File: src/rtl/camera_ray_gen_if.sv
// rtl/camera_ray_gen_if.sv - ray bundle from the camera ray generator to the intersector
interface camera_ray_gen_if #(
  parameter int PX_W = 6,
  parameter int PY_W = 6
);
  logic               valid_out;
  logic signed [15:0] ray_origin_x;
  logic signed [15:0] ray_origin_y;
  logic signed [15:0] ray_origin_z;
  logic signed [15:0] ray_dir_x;
  logic signed [15:0] ray_dir_y;
  logic signed [15:0] ray_dir_z;
  logic [PX_W-1:0]    pixel_x;
  logic [PY_W-1:0]    pixel_y;
  logic               last_pixel;

  modport master (
    output valid_out, ray_origin_x, ray_origin_y, ray_origin_z,
    output ray_dir_x, ray_dir_y, ray_dir_z, pixel_x, pixel_y, last_pixel
  );

  modport slave (
    input valid_out, ray_origin_x, ray_origin_y, ray_origin_z,
    input ray_dir_x, ray_dir_y, ray_dir_z, pixel_x, pixel_y, last_pixel
  );
endinterface

File: src/rtl/camera_ray_gen.sv
// rtl/camera_ray_gen.sv - raster-order primary ray generator, Q8.8 directions by add/subtract only
module camera_ray_gen #(
  parameter int                 H_RES  = 64,
  parameter int                 V_RES  = 48,
  parameter logic signed [15:0] STEP_X = 16'sd8,
  parameter logic signed [15:0] STEP_Y = 16'sd8,
  parameter logic signed [15:0] FOCAL  = 16'sd256
) (
  input  logic               clock,
  input  logic               reset,
  input  logic               start,
  input  logic               stall,
  input  logic signed [15:0] cam_x,
  input  logic signed [15:0] cam_y,
  input  logic signed [15:0] cam_z,
  camera_ray_gen_if.master   ray,
  output logic               busy,
  output logic               frame_done
);
  localparam int PXW = $clog2(H_RES);
  localparam int PYW = $clog2(V_RES);
  localparam logic signed [15:0] DX_INIT = 16'(-(H_RES / 2) * STEP_X);
  localparam logic signed [15:0] DY_INIT = 16'((V_RES / 2) * STEP_Y);
  localparam logic [PXW-1:0]     PX_LAST = PXW'(H_RES - 1);
  localparam logic [PYW-1:0]     PY_LAST = PYW'(V_RES - 1);

  typedef enum logic [1:0] {IDLE, RUN, DONE} state_t;

  state_t             state, state_nx;
  logic [PXW-1:0]     px;
  logic [PYW-1:0]     py;
  logic signed [15:0] dx_acc, dy_acc;
  logic signed [15:0] cam_lx, cam_ly, cam_lz;
  logic               emit, line_end, emit_last;

  always_ff @(posedge clock or posedge reset) begin
    if (reset) state <= IDLE;
    else       state <= state_nx;
  end

  always_comb begin
    state_nx = state;
    case (state)
      IDLE:    if (start) state_nx = RUN;
      RUN:     if (emit_last) state_nx = DONE;
      DONE:    state_nx = IDLE;
      default: state_nx = IDLE;
    endcase
  end

  always_comb begin
    emit      = (state == RUN) && !stall;
    line_end  = (px == PX_LAST);
    emit_last = emit && line_end && (py == PY_LAST);
  end

  // Everything leaving the block is a flop; stalled edges freeze the ray and the scan position.
  always_ff @(posedge clock or posedge reset) begin
    if (reset) begin
      px               <= '0;
      py               <= '0;
      dx_acc           <= '0;
      dy_acc           <= '0;
      cam_lx           <= '0;
      cam_ly           <= '0;
      cam_lz           <= '0;
      busy             <= 1'b0;
      frame_done       <= 1'b0;
      ray.valid_out    <= 1'b0;
      ray.last_pixel   <= 1'b0;
      ray.ray_origin_x <= '0;
      ray.ray_origin_y <= '0;
      ray.ray_origin_z <= '0;
      ray.ray_dir_x    <= '0;
      ray.ray_dir_y    <= '0;
      ray.ray_dir_z    <= '0;
      ray.pixel_x      <= '0;
      ray.pixel_y      <= '0;
    end else begin
      busy           <= (state_nx != IDLE);
      frame_done     <= (state == DONE);
      ray.valid_out  <= emit;
      ray.last_pixel <= emit_last;

      if (state == IDLE && start) begin
        cam_lx <= cam_x;
        cam_ly <= cam_y;
        cam_lz <= cam_z;
        px     <= '0;
        py     <= '0;
        dx_acc <= DX_INIT;
        dy_acc <= DY_INIT;
      end

      if (emit) begin
        ray.ray_origin_x <= cam_lx;
        ray.ray_origin_y <= cam_ly;
        ray.ray_origin_z <= cam_lz;
        ray.ray_dir_x    <= dx_acc;
        ray.ray_dir_y    <= dy_acc;
        ray.ray_dir_z    <= FOCAL;
        ray.pixel_x      <= px;
        ray.pixel_y      <= py;
        if (!line_end) begin
          px     <= px + 1'b1;
          dx_acc <= dx_acc + STEP_X;
        end else begin
          px     <= '0;
          dx_acc <= DX_INIT;
          py     <= py + 1'b1;
          dy_acc <= dy_acc - STEP_Y;
        end
      end
    end
  end
endmodule
File: src/flat_wrapper.sv
// flat-port wrapper written by rule: the top's interface ports become plain ports
module camera_ray_gen_flat 
#(
  parameter int                 H_RES  = 64,
  parameter int                 V_RES  = 48,
  parameter logic signed [15:0] STEP_X = 16'sd8,
  parameter logic signed [15:0] STEP_Y = 16'sd8,
  parameter logic signed [15:0] FOCAL  = 16'sd256
)
  (clock, reset, start, stall, cam_x, cam_y, cam_z, busy, frame_done, ray_valid_out, ray_ray_origin_x, ray_ray_origin_y, ray_ray_origin_z, ray_ray_dir_x, ray_ray_dir_y, ray_ray_dir_z, ray_pixel_x, ray_pixel_y, ray_last_pixel);
  camera_ray_gen_if ray_i ();
  input  logic clock;
  input  logic reset;
  input  logic start;
  input  logic stall;
  input  logic signed [15:0] cam_x;
  input  logic signed [15:0] cam_y;
  input  logic signed [15:0] cam_z;
  output logic busy;
  output logic frame_done;
  output wire logic [$bits(ray_i.valid_out)-1:0] ray_valid_out;
  output wire logic [$bits(ray_i.ray_origin_x)-1:0] ray_ray_origin_x;
  output wire logic [$bits(ray_i.ray_origin_y)-1:0] ray_ray_origin_y;
  output wire logic [$bits(ray_i.ray_origin_z)-1:0] ray_ray_origin_z;
  output wire logic [$bits(ray_i.ray_dir_x)-1:0] ray_ray_dir_x;
  output wire logic [$bits(ray_i.ray_dir_y)-1:0] ray_ray_dir_y;
  output wire logic [$bits(ray_i.ray_dir_z)-1:0] ray_ray_dir_z;
  output wire logic [$bits(ray_i.pixel_x)-1:0] ray_pixel_x;
  output wire logic [$bits(ray_i.pixel_y)-1:0] ray_pixel_y;
  output wire logic [$bits(ray_i.last_pixel)-1:0] ray_last_pixel;
  assign ray_valid_out = ray_i.valid_out;
  assign ray_ray_origin_x = ray_i.ray_origin_x;
  assign ray_ray_origin_y = ray_i.ray_origin_y;
  assign ray_ray_origin_z = ray_i.ray_origin_z;
  assign ray_ray_dir_x = ray_i.ray_dir_x;
  assign ray_ray_dir_y = ray_i.ray_dir_y;
  assign ray_ray_dir_z = ray_i.ray_dir_z;
  assign ray_pixel_x = ray_i.pixel_x;
  assign ray_pixel_y = ray_i.pixel_y;
  assign ray_last_pixel = ray_i.last_pixel;
  camera_ray_gen #(.H_RES(H_RES), .V_RES(V_RES), .STEP_X(STEP_X), .STEP_Y(STEP_Y), .FOCAL(FOCAL)) u_core (.clock(clock), .reset(reset), .start(start), .stall(stall), .cam_x(cam_x), .cam_y(cam_y), .cam_z(cam_z), .ray(ray_i), .busy(busy), .frame_done(frame_done));
endmodule
File: config.mk
export PLATFORM = sky130hd
export DESIGN_NAME = camera_ray_gen_flat
export DESIGN_NICKNAME = d
export VERILOG_FILES = /design/src/rtl/camera_ray_gen_if.sv /design/src/rtl/camera_ray_gen.sv /design/src/flat_wrapper.sv
export SDC_FILE = /design/constraint.sdc
export NUM_CORES = 1
export LEC_CHECK = 0
export BUFFER_PORTS_ARGS = -buffer_cell sky130_fd_sc_hd__buf_2
export CAP_MARGIN = 20
export CORE_UTILIZATION = 50
export CTS_BUF_LIST = sky130_fd_sc_hd__clkbuf_8
export CTS_CLUSTER_DIAMETER = 100
export DETAILED_ROUTE_END_ITERATION = 10
export PLACE_DENSITY = 0.81
export SKIP_CTS_REPAIR_TIMING = 1
export SLEW_MARGIN = 20
export SYNTH_ARGS = -nofsm -noshare
export SYNTH_HDL_FRONTEND = slang
export SYNTH_SLANG_ARGS = --single-unit
File: constraint.sdc
create_clock -name clock -period 20.3 [get_ports clock]
set_input_delay 5.075 -clock clock [delete_from_list [all_inputs] [get_ports clock]]
set_output_delay 5.075 -clock clock [all_outputs]
set_load 0.01 [all_outputs]
* After elaboration in Yosys (flattened, before gate mapping)
Index checks and enable logic that the tools add are counted.
W data, S select, Z words.
** Storage, ports and cells
- Bits in registers :: 191
- Input bits :: 52
- Output and inout port bits :: 112
- Logic and storage cells :: 51
** Operators by class
- $add $sub $neg :: 4
- Equal/unequal tests :: 4
- Muxes and demuxes :: 15
- Reductions and logical operators :: 8
** Operator list (number)
- $mux W16 :: 6
- $mux W6 :: 6
- $add A16 B5 Y16 const B :: 1
- $sub A16 B5 Y16 const B :: 1
- $add A6 B1 Y6 const B :: 2
- $eq A6 B6 Y1 const B :: 2
- $logic_and A1 B1 Y1 :: 4
- $mux W2 :: 2
- $pmux W2 S2 :: 1
- $reduce_bool A2 Y1 :: 2
- $eq A2 B1 Y1 const B :: 1
- $eq A2 B2 Y1 const B :: 1
- $logic_not A2 Y1 :: 1
- $logic_not A1 Y1 :: 1

* Depth between registers and ports, before layout
- Depth in word-level cells :: 7
- Depth in mapped cells :: 7
- Depth with buffers taken out :: 5

* Worst setup path before layout
No wires, ideal clock.
- Path kind :: input to register
- Start :: input stall
- End :: register u_core.px[5]
- Library setup time :: 0.130 ns
- Arrival :: 5.992 ns
- Data required time :: 20.170 ns
- Path slack :: 14.178 ns
- Stages :: 6
- Path buffers :: 1
- Cell sequence :: or3b_1 > buf_4 > clkinv_2 > nand3_1 > o211ai_1 > o31ai_1
** Between the ends
- Word-level cells in the longest chain between the ends :: 3
- Elaborated cells between the ends (all ways) :: 4
- Those cells by class :: 1 x mux; 3 x reduce/logical
** RTL lines
- from (decl) :: line flat_wrapper.sv:15 : input logic stall;
- $logic_not A1 Y1 * :: line camera_ray_gen.sv:52 : emit = (state == RUN) && !stall;
- $logic_and A1 B1 Y1 * :: line camera_ray_gen.sv:52
- $mux W6 or $reduce_bool A2 Y1 (tied branches)
- to (signal assigned) :: line camera_ray_gen.sv:105 : px <= px + 1'b1;
- to (decl) :: line camera_ray_gen.sv:30 : logic [PXW-1:0] px;
Mark *: on every way between the ends. The rest lies on a longest branch, timed or not.
A chain may end at the register's enable or synchronous reset.

* Final worst setup path
- Start :: input stall
- End :: register u_core.ray.ray_origin_z[15]
** Between the ends
- Word-level cells in the longest chain between the ends :: 2
** RTL lines
- $logic_not A1 Y1 :: line camera_ray_gen.sv:52
- $logic_and A1 B1 Y1 :: line camera_ray_gen.sv:52
- to (signal assigned) :: line camera_ray_gen.sv:98 : ray.ray_origin_z <= cam_lz;
- to (decl) :: line camera_ray_gen_if.sv:18 : output valid_out, ray_origin_x, ray_origin_y, ray_origin_z,
No other way between the ends.

==> impl_summary.log <==
[metrics] number of distinct standard cells referenced by the synthesized netlist: 49
[metrics] router iterations before antenna repair: 8
[metrics] row cnt: 44
[metrics] power density of the placed cells: 92.0 mW/mm^2
[metrics] power consumption: 0.802 mW
[metrics] reg2reg path depth: 5
[metrics] worst setup skew after layout: 0.0134 ns
[metrics] buffer cell driving the clock tree root: sky130_fd_sc_hd__clkbuf_8
[metrics] largest delay contributor family on the critical path: buffers and inverters
[metrics] slowest stage delay, CP: 0.56 ns
[metrics] Leakage Power: 4.81 nW
[metrics] synthesized flop and latch total: 185
[metrics] clk sinks: 185
[metrics] total of endpoints with negative setup slack in the final report: 0
[metrics] Tot GR Track Use: 0.213
[metrics] worst path buffer plus inverter count: 3
[metrics] number of cells on the worst hold path: 2
[metrics] Max Fanout on Critical Path: 51
[metrics] Setup crit start kind: primary input
[metrics] Total Die Area: 0.0156 mm^2
[metrics] HPWL after detailed placement: 9920 um
[metrics] Switching Share: 0.282
[metrics] summed instance area of the synthesized netlist: 0.00756 mm^2
[metrics] remaining antenna violation count after routing: 0
[metrics] slowest CP cell: sky130_fd_sc_hd__buf_4
[metrics] status: finished, violations left
[metrics] share of synthesized flip-flops with an asynchronous set or reset: 1.00
[metrics] Post-Syn Area per Cell: 9.27 um^2
[metrics] Slew Limit Headroom: 0.317
[metrics] Worst Setup End Kind: register
[metrics] initial antenna violation count: 0
[metrics] share of the yosys chip area belonging to registers: 0.612
[metrics] count of synthesis-stage warnings from yosys: 0
[metrics] power dissipated by switching net loads: 0.226 mW
[metrics] Syn-to-layout area delta: 15.2%
[metrics] IR Drop Worst-Case VDD: 0.0403 mV
[metrics] Nets: 1003
[metrics] final global-route overflow total: 0
[metrics] TritonCTS buffer count: 17
[metrics] final setup margin: 13.94 ns
[metrics] Core Footprint: 0.0146 mm^2
[metrics] I/O pin count: 164
[metrics] slew of the pin with the lowest slew margin: 1.02 ns
[metrics] first-pass GRT wire length: 26400 um
[metrics] worst setup timing slack at the placement stage: 13.30 ns
[metrics] CP Cell Sequence: buf_2 -> or3b_4 -> clkinv_2 -> buf_4 -> nand2_1 -> nand2_1
[metrics] data arrival time of the critical path: 6.76 ns
[metrics] cell seen most often among critical-path stages: sky130_fd_sc_hd__nand2_1
[metrics] number of stages on the worst setup path: 6
[metrics] hold violation total from the final report: 0
[metrics] CTS max path bufs: 2
[metrics] pin count of the biggest net entering global routing: 99
[metrics] worst slack on hold paths: 0.467 ns
[metrics] class of the tightest hold or removal check: register to register
[metrics] Worst EP required: 20.71 ns
[metrics] upper clock frequency limit: 0.157 GHz
[metrics] post-detailed-route via-to-cell ratio: 4.99
[metrics] Skew-Pair Late Insertion Delay: 0.47 ns
[metrics] max-cap viol count: 0
[metrics] fraction of power consumed by the clock network: 0.306
[metrics] violated checks: DRC
[metrics] setup TNS: 0 ns
[metrics] layout cells sized above 1: 0.203
[metrics] total of buffers placed on input and output ports: 145
[metrics] DRC viols: 24
[metrics] post-synthesis instance total: 816
[metrics] Initial Utilization: 0.516
[metrics] CTS clock-pin slew for the worst setup and hold paths: 0.09 ns
[metrics] Wirelength per Cell: 13.7 um
[metrics] number of global-route vias before repair: 5549
[metrics] flip-flop cell with the highest count after synthesis: sky130_fd_sc_hd__dfrtp_1
[metrics] RePlAce Congestion: 0.778
[metrics] Die Span Y: 125 um
[metrics] Die X-Extent: 125 um
[metrics] final critical delay including setup and external delays: 6.36 ns
[metrics] CTS HTree Levels: 4
[metrics] Post-Route WL: 15700 um
[metrics] internal portion of total power: 0.576 mW
[metrics] max-slew violation count: 0
[metrics] Setup CP Type: primary input to register
[metrics] Diodes inserted: 0
[metrics] portion of total power attributed to sequential cells: 0.558
[metrics] DR iter-0 viols: 462
[metrics] final critical-path share of the clock period: 0.313
[metrics] fraction of power consumed by combinational cells: 0.137
[metrics] clock tree from TritonCTS: yes
[metrics] count of flip-flops with a built-in enable after synthesis: 0
[metrics] unrepaired setup endpoints after global routing: no
[metrics] total number of vias: 5703
## metal layers
layer	global-route usage	vias up	part of all wire
met5	0	-	0
met4	0.0961	0	0.030
met3	0.0513	33	0.043
met2	0.325	144	0.46
met1	0.291	2721	0.47
li1	-	2805	-
## Yosys cell counts, types with 2 or more instances
cell type,n,share of area
sky130_fd_sc_hd__buf_2,14,0.0093
sky130_fd_sc_hd__xor2_1,5,0.0058
sky130_fd_sc_hd__nor4_1,5,0.0041
sky130_fd_sc_hd__nand2b_1,4,0.0033
sky130_fd_sc_hd__buf_6,4,0.0060
sky130_fd_sc_hd__o31ai_1,3,0.0030
sky130_fd_sc_hd__nand3_1,10,0.0066
sky130_fd_sc_hd__nor2b_1,2,0.0017
sky130_fd_sc_hd__clkbuf_1,13,0.0065
sky130_fd_sc_hd__and2_1,6,0.0050
sky130_fd_sc_hd__nor2_1,12,0.0060
sky130_fd_sc_hd__buf_1,4,0.0020
sky130_fd_sc_hd__a21o_1,2,0.0020
sky130_fd_sc_hd__a31oi_1,2,0.0017
sky130_fd_sc_hd__ha_1,4,0.0066
sky130_fd_sc_hd__a21oi_1,10,0.0066
sky130_fd_sc_hd__o211ai_1,3,0.0030
sky130_fd_sc_hd__nand4_1,8,0.0066
sky130_fd_sc_hd__buf_4,19,0.019
sky130_fd_sc_hd__mux2i_1,8,0.011
sky130_fd_sc_hd__o21ai_0,21,0.014
sky130_fd_sc_hd__inv_1,8,0.0040
sky130_fd_sc_hd__and3_1,6,0.0050
sky130_fd_sc_hd__nor4_2,3,0.0050
sky130_fd_sc_hd__nor3_1,2,0.0013
sky130_fd_sc_hd__xnor2_1,2,0.0023
sky130_fd_sc_hd__a22o_1,4,0.0046
sky130_fd_sc_hd__nand2_1,426,0.21
sky130_fd_sc_hd__dfrtp_1,185,0.61
sky130_fd_sc_hd__and4_1,2,0.0023
## power by group through the flow
| stage | Sequential, mW | Clock [mW] | Combinational, mW |
|---|---|---|---|
| final | 0.447 | 0.245 | 0.110 |
| after global routing | 0.454 | 0.264 | 0.125 |
| after CTS | 0.447 | 0.250 | 0.112 |
| after detailed placement | 0.454 | 0 | 0.111 |
| after global placement | 0.452 | 0 | 0.107 |
| after floorplan | 0.458 | 0 | 0.0635 |
## layout make-up
class | instances | area, um^2
Fill cell | 1280 | 5930
Sequential cell | 185 | 4630
Multi-Input combinational cell | 584 | 2650
Timing Repair Buffer | 150 | 767
Clock buffer | 20 | 275
Tap cell | 184 | 230
Clock inverter | 12 | 125
Inverter | 9 | 40.0
## kinds of logic after synthesis
group           after synthesis  share of synthesized area
other cells                   1                   0.000496
compound gates               52                     0.0433
simple gates                495                      0.271
flops                       185                      0.612
xor+xnor                      7                    0.00811
buf+inv                      64                     0.0478
fa+ha+maj                     4                    0.00662
mux                           8                     0.0106
## cells in the final DEF, fill, tap and decap left out, drive strengths merged, types with 9 or more instances in the layout
cell type  netlist  routed
nand2          427     427
dfrtp          185     185
buf             41     150
o21ai           22      22
clkbuf          14      20
conb             1      18
nor2            12      12
nand3           11      11
a21oi           11      11
inv              8      11
nor4             9       9
## per-stage QoR
step / cells / area [um^2] / util
3_3_place_gp: 1112 / 8310 / 0.567
6_report: 1144 / 8710 / 0.595
2_1_floorplan: 833 / 7630 / -
5_1_grt: 1144 / 8710 / 0.595
3_5_place_dp: 1112 / 8310 / 0.567
4_1_cts: 1144 / 8710 / 0.595
## worst register-to-register path, cell delays in order, from the launching register on
cell and delay [ns]:
sky130_fd_sc_hd__dfrtp_1 0.45, sky130_fd_sc_hd__ha_1 0.29, sky130_fd_sc_hd__and4_1 0.51, sky130_fd_sc_hd__nand2_2 0.23
sky130_fd_sc_hd__nor4_1 0.53, sky130_fd_sc_hd__nor2_1 0.11
## path summary, 6_finish.rpt
| path | end | slack [ns] | from |
|---|---|---|---|
| worst max-delay path | u_core.ray.ray_origin_z[15] | 13.94 | stall |
| max in group asynchronous | u_core.px[4] | 14.26 | reset |
| min in group asynchronous | u_core.ray.ray_origin_y[15] | 4.76 | reset |
| worst min register to register | u_core.ray.ray_dir_y[0] | 0.47 | u_core.dy_acc[0] |
| worst min-delay path | u_core.ray.ray_dir_y[0] | 0.47 | u_core.dy_acc[0] |
| worst max register to register | u_core.state[0] | 18.04 | u_core.px[0] |
## registers in the layout, indices dropped and copies added (netlist names), 6 cells and up
name                     cells
u_core.py                    6
u_core.ray.ray_origin_z     16
u_core.ray.ray_origin_y     16
u_core.cam_ly               16
u_core.ray.ray_origin_x     16
u_core.ray.ray_dir_x        13
u_core.px                    6
u_core.dx_acc               13
u_core.dy_acc               16
u_core.cam_lz               16
u_core.ray.pixel_x           6
u_core.ray.pixel_y           6
u_core.ray.ray_dir_y        16
u_core.cam_lx               16
(Power assumes the default switching activity.)
